`config.mk`:
```
export PLATFORM = sky130hd
export DESIGN_NAME = dm_arbiter
export DESIGN_NICKNAME = d
export VERILOG_FILES = /design/src/rtl/dm_arbiter.sv
export SDC_FILE = /design/constraint.sdc
export NUM_CORES = 1
export LEC_CHECK = 0
export BUFFER_PORTS_ARGS = -buffer_cell sky130_fd_sc_hd__buf_2
export CAP_MARGIN = 30
export CORE_UTILIZATION = 30
export CTS_BUF_LIST = sky130_fd_sc_hd__clkbuf_8
export CTS_CLUSTER_SIZE = 14
export DETAILED_ROUTE_END_ITERATION = 12
export HOLD_SLACK_MARGIN = 0.03
export PLACE_DENSITY = 0.67
export SYNTH_ARGS = -nofsm -noshare
export SYNTH_HDL_FRONTEND = slang
export SYNTH_SLANG_ARGS = --single-unit
```
`constraint.sdc`:
```
create_clock -name clk -period 3.7 [get_ports clk]
set_input_delay 0.74 -clock clk [delete_from_list [all_inputs] [get_ports clk]]
set_output_delay 0.74 -clock clk [all_outputs]
set_load 0.01 [all_outputs]
```
`src/rtl/dm_arbiter.sv`:
```
// -----------------------------------------------------------------------------
// dm_arbiter
//
// Arbiter/sequencer sharing one single-port 16 x 8 data memory between the
// micro's computational unit (CPU port) and an external debug/loader port
// (DBG port). The CPU has default priority. A starvation counter forces a
// pending DBG access through after it has lost STARVE_LIMIT cycles to the CPU.
//
// Configuration macro:
//   ARB_ROUND_ROBIN_EN - when defined, a 1-bit round-robin pointer decides
//                        contended cycles instead of the starvation counter.
//
// Ports:
//   clk        system clock, rising edge
//   reset      asynchronous active-low reset
//   cpu_req    CPU access request (held while stalled)
//   cpu_we     CPU access is a write
//   cpu_addr   CPU address
//   cpu_wdata  CPU write data
//   cpu_stall  CPU request not granted this cycle
//   cpu_rdata  CPU read data (mem_q passthrough, valid the cycle after grant)
//   dbg_req    DBG request level, held until dbg_ack
//   dbg_we     DBG access is a write
//   dbg_addr   DBG address
//   dbg_wdata  DBG write data
//   dbg_ack    one-cycle DBG completion pulse
//   dbg_rdata  registered DBG read data, captured at the end of the ack cycle
//   mem_addr   memory address
//   mem_data   memory write data
//   mem_wren   memory write enable
//   mem_q      memory read data (one clock after the address)
// -----------------------------------------------------------------------------
module dm_arbiter #(
  parameter int STARVE_LIMIT = 4,
  parameter int ADDR_W       = 4,
  parameter int DATA_W       = 8
) (
  input  logic              clk,
  input  logic              reset,
  input  logic              cpu_req,
  input  logic              cpu_we,
  input  logic [ADDR_W-1:0] cpu_addr,
  input  logic [DATA_W-1:0] cpu_wdata,
  output logic              cpu_stall,
  output logic [DATA_W-1:0] cpu_rdata,
  input  logic              dbg_req,
  input  logic              dbg_we,
  input  logic [ADDR_W-1:0] dbg_addr,
  input  logic [DATA_W-1:0] dbg_wdata,
  output logic              dbg_ack,
  output logic [DATA_W-1:0] dbg_rdata,
  output logic [ADDR_W-1:0] mem_addr,
  output logic [DATA_W-1:0] mem_data,
  output logic              mem_wren,
  input  logic [DATA_W-1:0] mem_q
);

  typedef enum logic [1:0] {
    D_IDLE = 2'd0,
    D_WAIT = 2'd1,
    D_RESP = 2'd2
  } dbg_state_t;

  dbg_state_t state;
  dbg_state_t next_state;
  logic       in_wait;
  logic       dbg_win;
  logic       cpu_win;
  logic       win_we;

  assign in_wait = (state == D_WAIT);

`ifdef ARB_ROUND_ROBIN_EN
  logic rr_ptr;

  // Grant: a lone requester wins; contended cycles go to the port rr_ptr names.
  always_comb begin
    if (in_wait) begin
      dbg_win = !cpu_req || rr_ptr;
    end else begin
      dbg_win = 1'b0;
    end
  end

  // Round-robin pointer flips after every contended grant.
  always_ff @(posedge clk or negedge reset) begin
    if (!reset) begin
      rr_ptr <= 1'b0;
    end else if (in_wait && cpu_req) begin
      rr_ptr <= ~rr_ptr;
    end else begin
      rr_ptr <= rr_ptr;
    end
  end
`else
  localparam logic [3:0] LIMIT = 4'(STARVE_LIMIT);
  logic [3:0] starve_cnt;

  // Grant: DBG wins when the CPU is idle or DBG has lost LIMIT cycles already.
  always_comb begin
    if (in_wait) begin
      dbg_win = !cpu_req || (starve_cnt == LIMIT);
    end else begin
      dbg_win = 1'b0;
    end
  end

  // Starvation counter: counts cycles a waiting DBG access loses to the CPU.
  always_ff @(posedge clk or negedge reset) begin
    if (!reset) begin
      starve_cnt <= 4'd0;
    end else if (dbg_win) begin
      starve_cnt <= 4'd0;
    end else if (in_wait && cpu_win && (starve_cnt != LIMIT)) begin
      starve_cnt <= starve_cnt + 4'd1;
    end else begin
      starve_cnt <= starve_cnt;
    end
  end
`endif

  assign cpu_win   = cpu_req && !dbg_win;
  assign cpu_stall = cpu_req && dbg_win;
  assign cpu_rdata = mem_q;

  // DBG FSM state register.
  always_ff @(posedge clk or negedge reset) begin
    if (!reset) begin
      state <= D_IDLE;
    end else begin
      state <= next_state;
    end
  end

  // DBG FSM next-state logic; dbg_req is ignored while responding.
  always_comb begin
    next_state = state;
    case (state)
      D_IDLE: begin
        if (dbg_req) begin
          next_state = D_WAIT;
        end else begin
          next_state = D_IDLE;
        end
      end
      D_WAIT: begin
        if (dbg_win) begin
          next_state = D_RESP;
        end else begin
          next_state = D_WAIT;
        end
      end
      D_RESP:  next_state = D_IDLE;
      default: next_state = D_IDLE;
    endcase
  end

  // DBG FSM outputs: the ack is decoded straight from the state register.
  always_comb begin
    case (state)
      D_RESP:  dbg_ack = 1'b1;
      default: dbg_ack = 1'b0;
    endcase
  end

  // Memory command mux; with no winner the CPU fields are presented, write off.
  always_comb begin
    mem_addr = cpu_addr;
    mem_data = cpu_wdata;
    win_we   = 1'b0;
    if (dbg_win) begin
      mem_addr = dbg_addr;
      mem_data = dbg_wdata;
      win_we   = dbg_we;
    end else if (cpu_win) begin
      mem_addr = cpu_addr;
      mem_data = cpu_wdata;
      win_we   = cpu_we;
    end else begin
      win_we   = 1'b0;
    end
  end

  // Write enable is gated by reset so no write can slip out while it is low.
  assign mem_wren = win_we & reset;

  // DBG read data is captured at the edge ending the response cycle.
  always_ff @(posedge clk or negedge reset) begin
    if (!reset) begin
      dbg_rdata <= {DATA_W{1'b0}};
    end else if (state == D_RESP) begin
      dbg_rdata <= mem_q;
    end else begin
      dbg_rdata <= dbg_rdata;
    end
  end

endmodule

```
Word level (Yosys, flattened, before mapping)
Index checks and enable logic that the tools add are counted.

word-level totals
  flip-flop bits (word level) = 14
  word-level logic and storage cells = 29

cells by class
  add/subtract/negate cells = 1
  eq/ne operators = 4
  mux-type cells = 11
  bitwise operators = 1
  reduce and logical (&&, ||, !) cells = 9

operators by type and width
  kind                                            number
  two-way mux 4 bit                               3
  two-way mux 8 bit                               1
  two-way mux 1 bit                               5
  adder 4 x 1 -> 4 bit (second input constant)    1
  == test 4 x 3 -> 1 bit (second input constant)  1
  logical AND 1 bit                               4
  != test 4 x 3 -> 1 bit (second input constant)  1
  case mux 2 bit (2 select lines)                 1
  == test 2 x 1 -> 1 bit (second input constant)  1
  == test 2 bit (second input constant)           1
  logical NOT 1 bit                               2
  logical NOT 2 bit                               1
  two-way mux 2 bit                               1
  nonzero test 2 bit                              1
  bitwise AND 1 bit                               1
  logical OR 1 bit                                1

Longest topological paths before layout
  word-level depth = 9
  depth in mapped cells = 6
  mapped depth without buffers = 5

Least setup slack after synthesis
No wires, ideal clock.

  kind = input-to-output
  start = in cpu_req
  end = out mem_addr[0]
  arrival = 1.553 ns
  data required time = 2.960 ns
  slack = 1.407 ns
  stages on the path = 4
  path buffers = 2
  cells stage by stage = buf_2 a21oi_4 buf_12 mux2_4

between the ends
  cells in the longest elaborated chain, start to end = 4

RTL lines
  what                RTL line  text
  start: declaration  40        input logic cpu_req,
  logical NOT 1 bit   102       dbg_win = !cpu_req || (starve_cnt == LIMIT);
  logical OR 1 bit    102
  two-way mux 1 bit   101       if (in_wait) begin
  two-way mux 4 bit   171       if (dbg_win) begin
  end: declaration    52        output logic [ADDR_W-1:0] mem_addr,

Every way passes these cells.

Worst setup path in the final report
  start = reg starve_cnt[0]
  end = out mem_addr[3]

between the ends
  cells in the longest elaborated chain, start to end = 4

RTL lines
  what                      RTL line  text
  start: declaration        97        logic [3:0] starve_cnt;
  start signal: assignment  115       starve_cnt <= starve_cnt + 4'd1;
  start signal: assignment  117       starve_cnt <= starve_cnt;
  == test 4 x 3 -> 1 bit    102
  logical OR 1 bit          102
  two-way mux 1 bit         101
  two-way mux 4 bit         171

Every way passes these cells.

==> run metrics <==
PwrDens=699 nW/um2; Post-Route WL=about 1800 um; # H-tree levels=1; ANT nets after route=0; first-pass GRT wire length=a little over 3000 um; Core Region=2830 um2; # hold bufs at CTS=0; dpl hpwl=~1500 um; grt ovf=0; total power=a little under 0.0009 W; initial antenna violation count=0; Crit-path slowest cell=a21oi_4; Num CTS Buffers=3; sw power=roughly 0.00032 W; die height=approximately 57 um; DR iter-0 viols=18; VDD IR-drop max=just under 0.3 mV; RSZ-0062 raised after global routing=false; CP max stage delay=460 ps; DIE AREA=between 3000 and 4000 um2; synthesized instance count=slightly below 80; PostCTS Resize Cnt=0; worst hold path type=in2async; layout cells sized above 1=a little under 70%; post-layout min period=2810 ps; outcome=finished with violations; LEAKAGE=between 0.6 and 0.7 nW; initial core utilization=about a third; failing checks=design-rule violations; crit path cell chain=inv_1, ha_1, nand3b_4, a21oi_4, mux2_2, buf_2; setup TNS=0 ps; most common cell after layout, fill and taps aside=buf_2; sw frac=around 37%; ANT cells=0; gr usage total=roughly 12%; Crit path required time=2960 ps; port bufs=68; vias in the first global route=between 700 and 800; largest net degree at the start of global routing=17; average cell area after synthesis=approximately 12 um2; top cell family by delay on the critical path=compound AO/OA/AOI/OAI gates; clk sink count=14; post-route setup slack=about 900 ps; CTS tree=done; post-CTS setup repair buffer count=0; Die Width=57.2 um; Worst-Skew Late Latency=~240 ps; most frequent cells in the layout=68 x buf_2, 14 x dfrtp_1, 11 x mux2_2; FF+latch count, synth=14; Syn Nets=approximately 120; Max clock buf depth=2; DR vias/cell=4.69; Worst-path clk slew=roughly 60 ps; count of buffer and inverter cells on the critical path=2; Rows=19; CTS Root Cell=clkbuf_8; # IOs=roughly 70; Synth Cell Area=around 910 um2; Synth warnings=0; endpoints failing setup=0; critical path startpoint category=register; Period Utilization, post-route=between 70% and 80%; sequential area share after synthesis=38.4%; Netlist cell types=23; max frequency=356 MHz; Clock power frac=around 17%; Relative slew margins=between 50% and 60%; DRC=6; Pint=0.000556 W; Layout area overhead=37.3%; combinational share of power=between 50% and 60%; Final Cell Area=around 1300 um2; Worst Path Max Fanout=13; critical path start-end classification=reg2out; max cap viols=0; TritonRoute pass-1 iters=8; CP Capture Type=output pin; final hold violations=0; Placed Area=1200 um2; DR vias=about 790; Slew @ Worst Pin=a little over 700 ps; Sequential Power Share=31.1%; gpl congestion=just over 0.7; Setup WS pre-CTS=1070 ps; fillers=about 260; drt wl/cell=10.8 um; Worst Path Arrival=2070 ps; Final Skew=6.21 ps; fin nets=179; max-slew violations=0
## metal layers
metal | share of wire (%) | global-route usage (%)
met2 | 45 | 20.7
met1 | 41 | 14.2
met4 | 0.93 | 7.32
met3 | 13 | 2.49
met5 | 0 | 0
## cell families after synthesis
logic type	after synthesis	synth area share [%]
buffers and inverters	16	11.9
and+or+nand+nor	17	10.5
AOI/OAI and AO/OA	9	8.08
DFF	14	38.4
muxes	20	28.4
adders and majority gates	2	2.74
## through the flow
stage	std cells	hold slack (ps)	utilization, %
6_report	169	397	44.3
3_5_place_dp	165	490	42.4
5_1_grt	169	415	44.3
4_1_cts	169	400	44.3
3_3_place_gp	165	483	42.4
2_1_floorplan	78	444	-
## sequential cells by signal (all words and copies together) (netlist names)
| signal | flops |
|---|---|
| dbg_rdata | 8 |
| starve_cnt | 4 |
| state | 2 |
## cells in the mapped netlist
library cell | number | area [um2]
buf_2 | 2 | 10.0
nor2b_1 | 2 | 12.5
o21ai_0 | 1 | 5.00
nand2_1 | 7 | 26.3
nand3b_4 | 1 | 20.0
clkbuf_1 | 1 | 3.75
a41o_1 | 1 | 10.0
nand2b_2 | 1 | 8.76
buf_4 | 8 | 60.1
a21oi_4 | 1 | 16.3
buf_12 | 1 | 20.0
inv_1 | 4 | 15.0
o22ai_1 | 2 | 12.5
dfrtp_1 | 14 | 350
mux2_2 | 11 | 124
nor2_1 | 2 | 7.51
mux2_4 | 9 | 135
nand4_1 | 1 | 6.26
a21oi_1 | 2 | 10.0
ha_1 | 2 | 25.0
o2111a_1 | 1 | 11.3
nand3_1 | 3 | 15.0
o311ai_0 | 1 | 8.76
## worst paths after layout
path                          startpoint            to  slack (ps)  depth (start not counted)
max in group asynchronous          reset      state[0]        3040                          1
max                        starve_cnt[0]   mem_addr[3]         890                          6
min reg2reg                 dbg_rdata[3]  dbg_rdata[3]         500                          1
min                                reset  dbg_rdata[1]         400                          1
min in group clk            dbg_rdata[3]  dbg_rdata[3]         500                          1
max reg2reg                     state[0]  dbg_rdata[7]        2200                          2
## power groups by stage
stage | logic [W] | clock network (W) | registers [W]
final | 0.000456 | 0.000147 | 0.000272
after global routing | 0.000502 | 0.000165 | 0.000282
after CTS | 0.000463 | 0.000156 | 0.000272
after detailed placement | 0.000464 | 0 | 0.000274
after global placement | 0.000454 | 0 | 0.000272
after floorplan | 0.000326 | 0 | 0.000294
## layout make-up
type	instances	area, um2	share of cell area [%]
Multi-Input combinational cell	48	454	36.2
Timing Repair Buffer	68	340	27.1
Clock buffer	4	55.1	4.39
Inverter	4	15.0	1.20
Tap cell	31	38.8	3.09
Sequential cell	14	350	27.9
(Power assumes the default switching activity.)
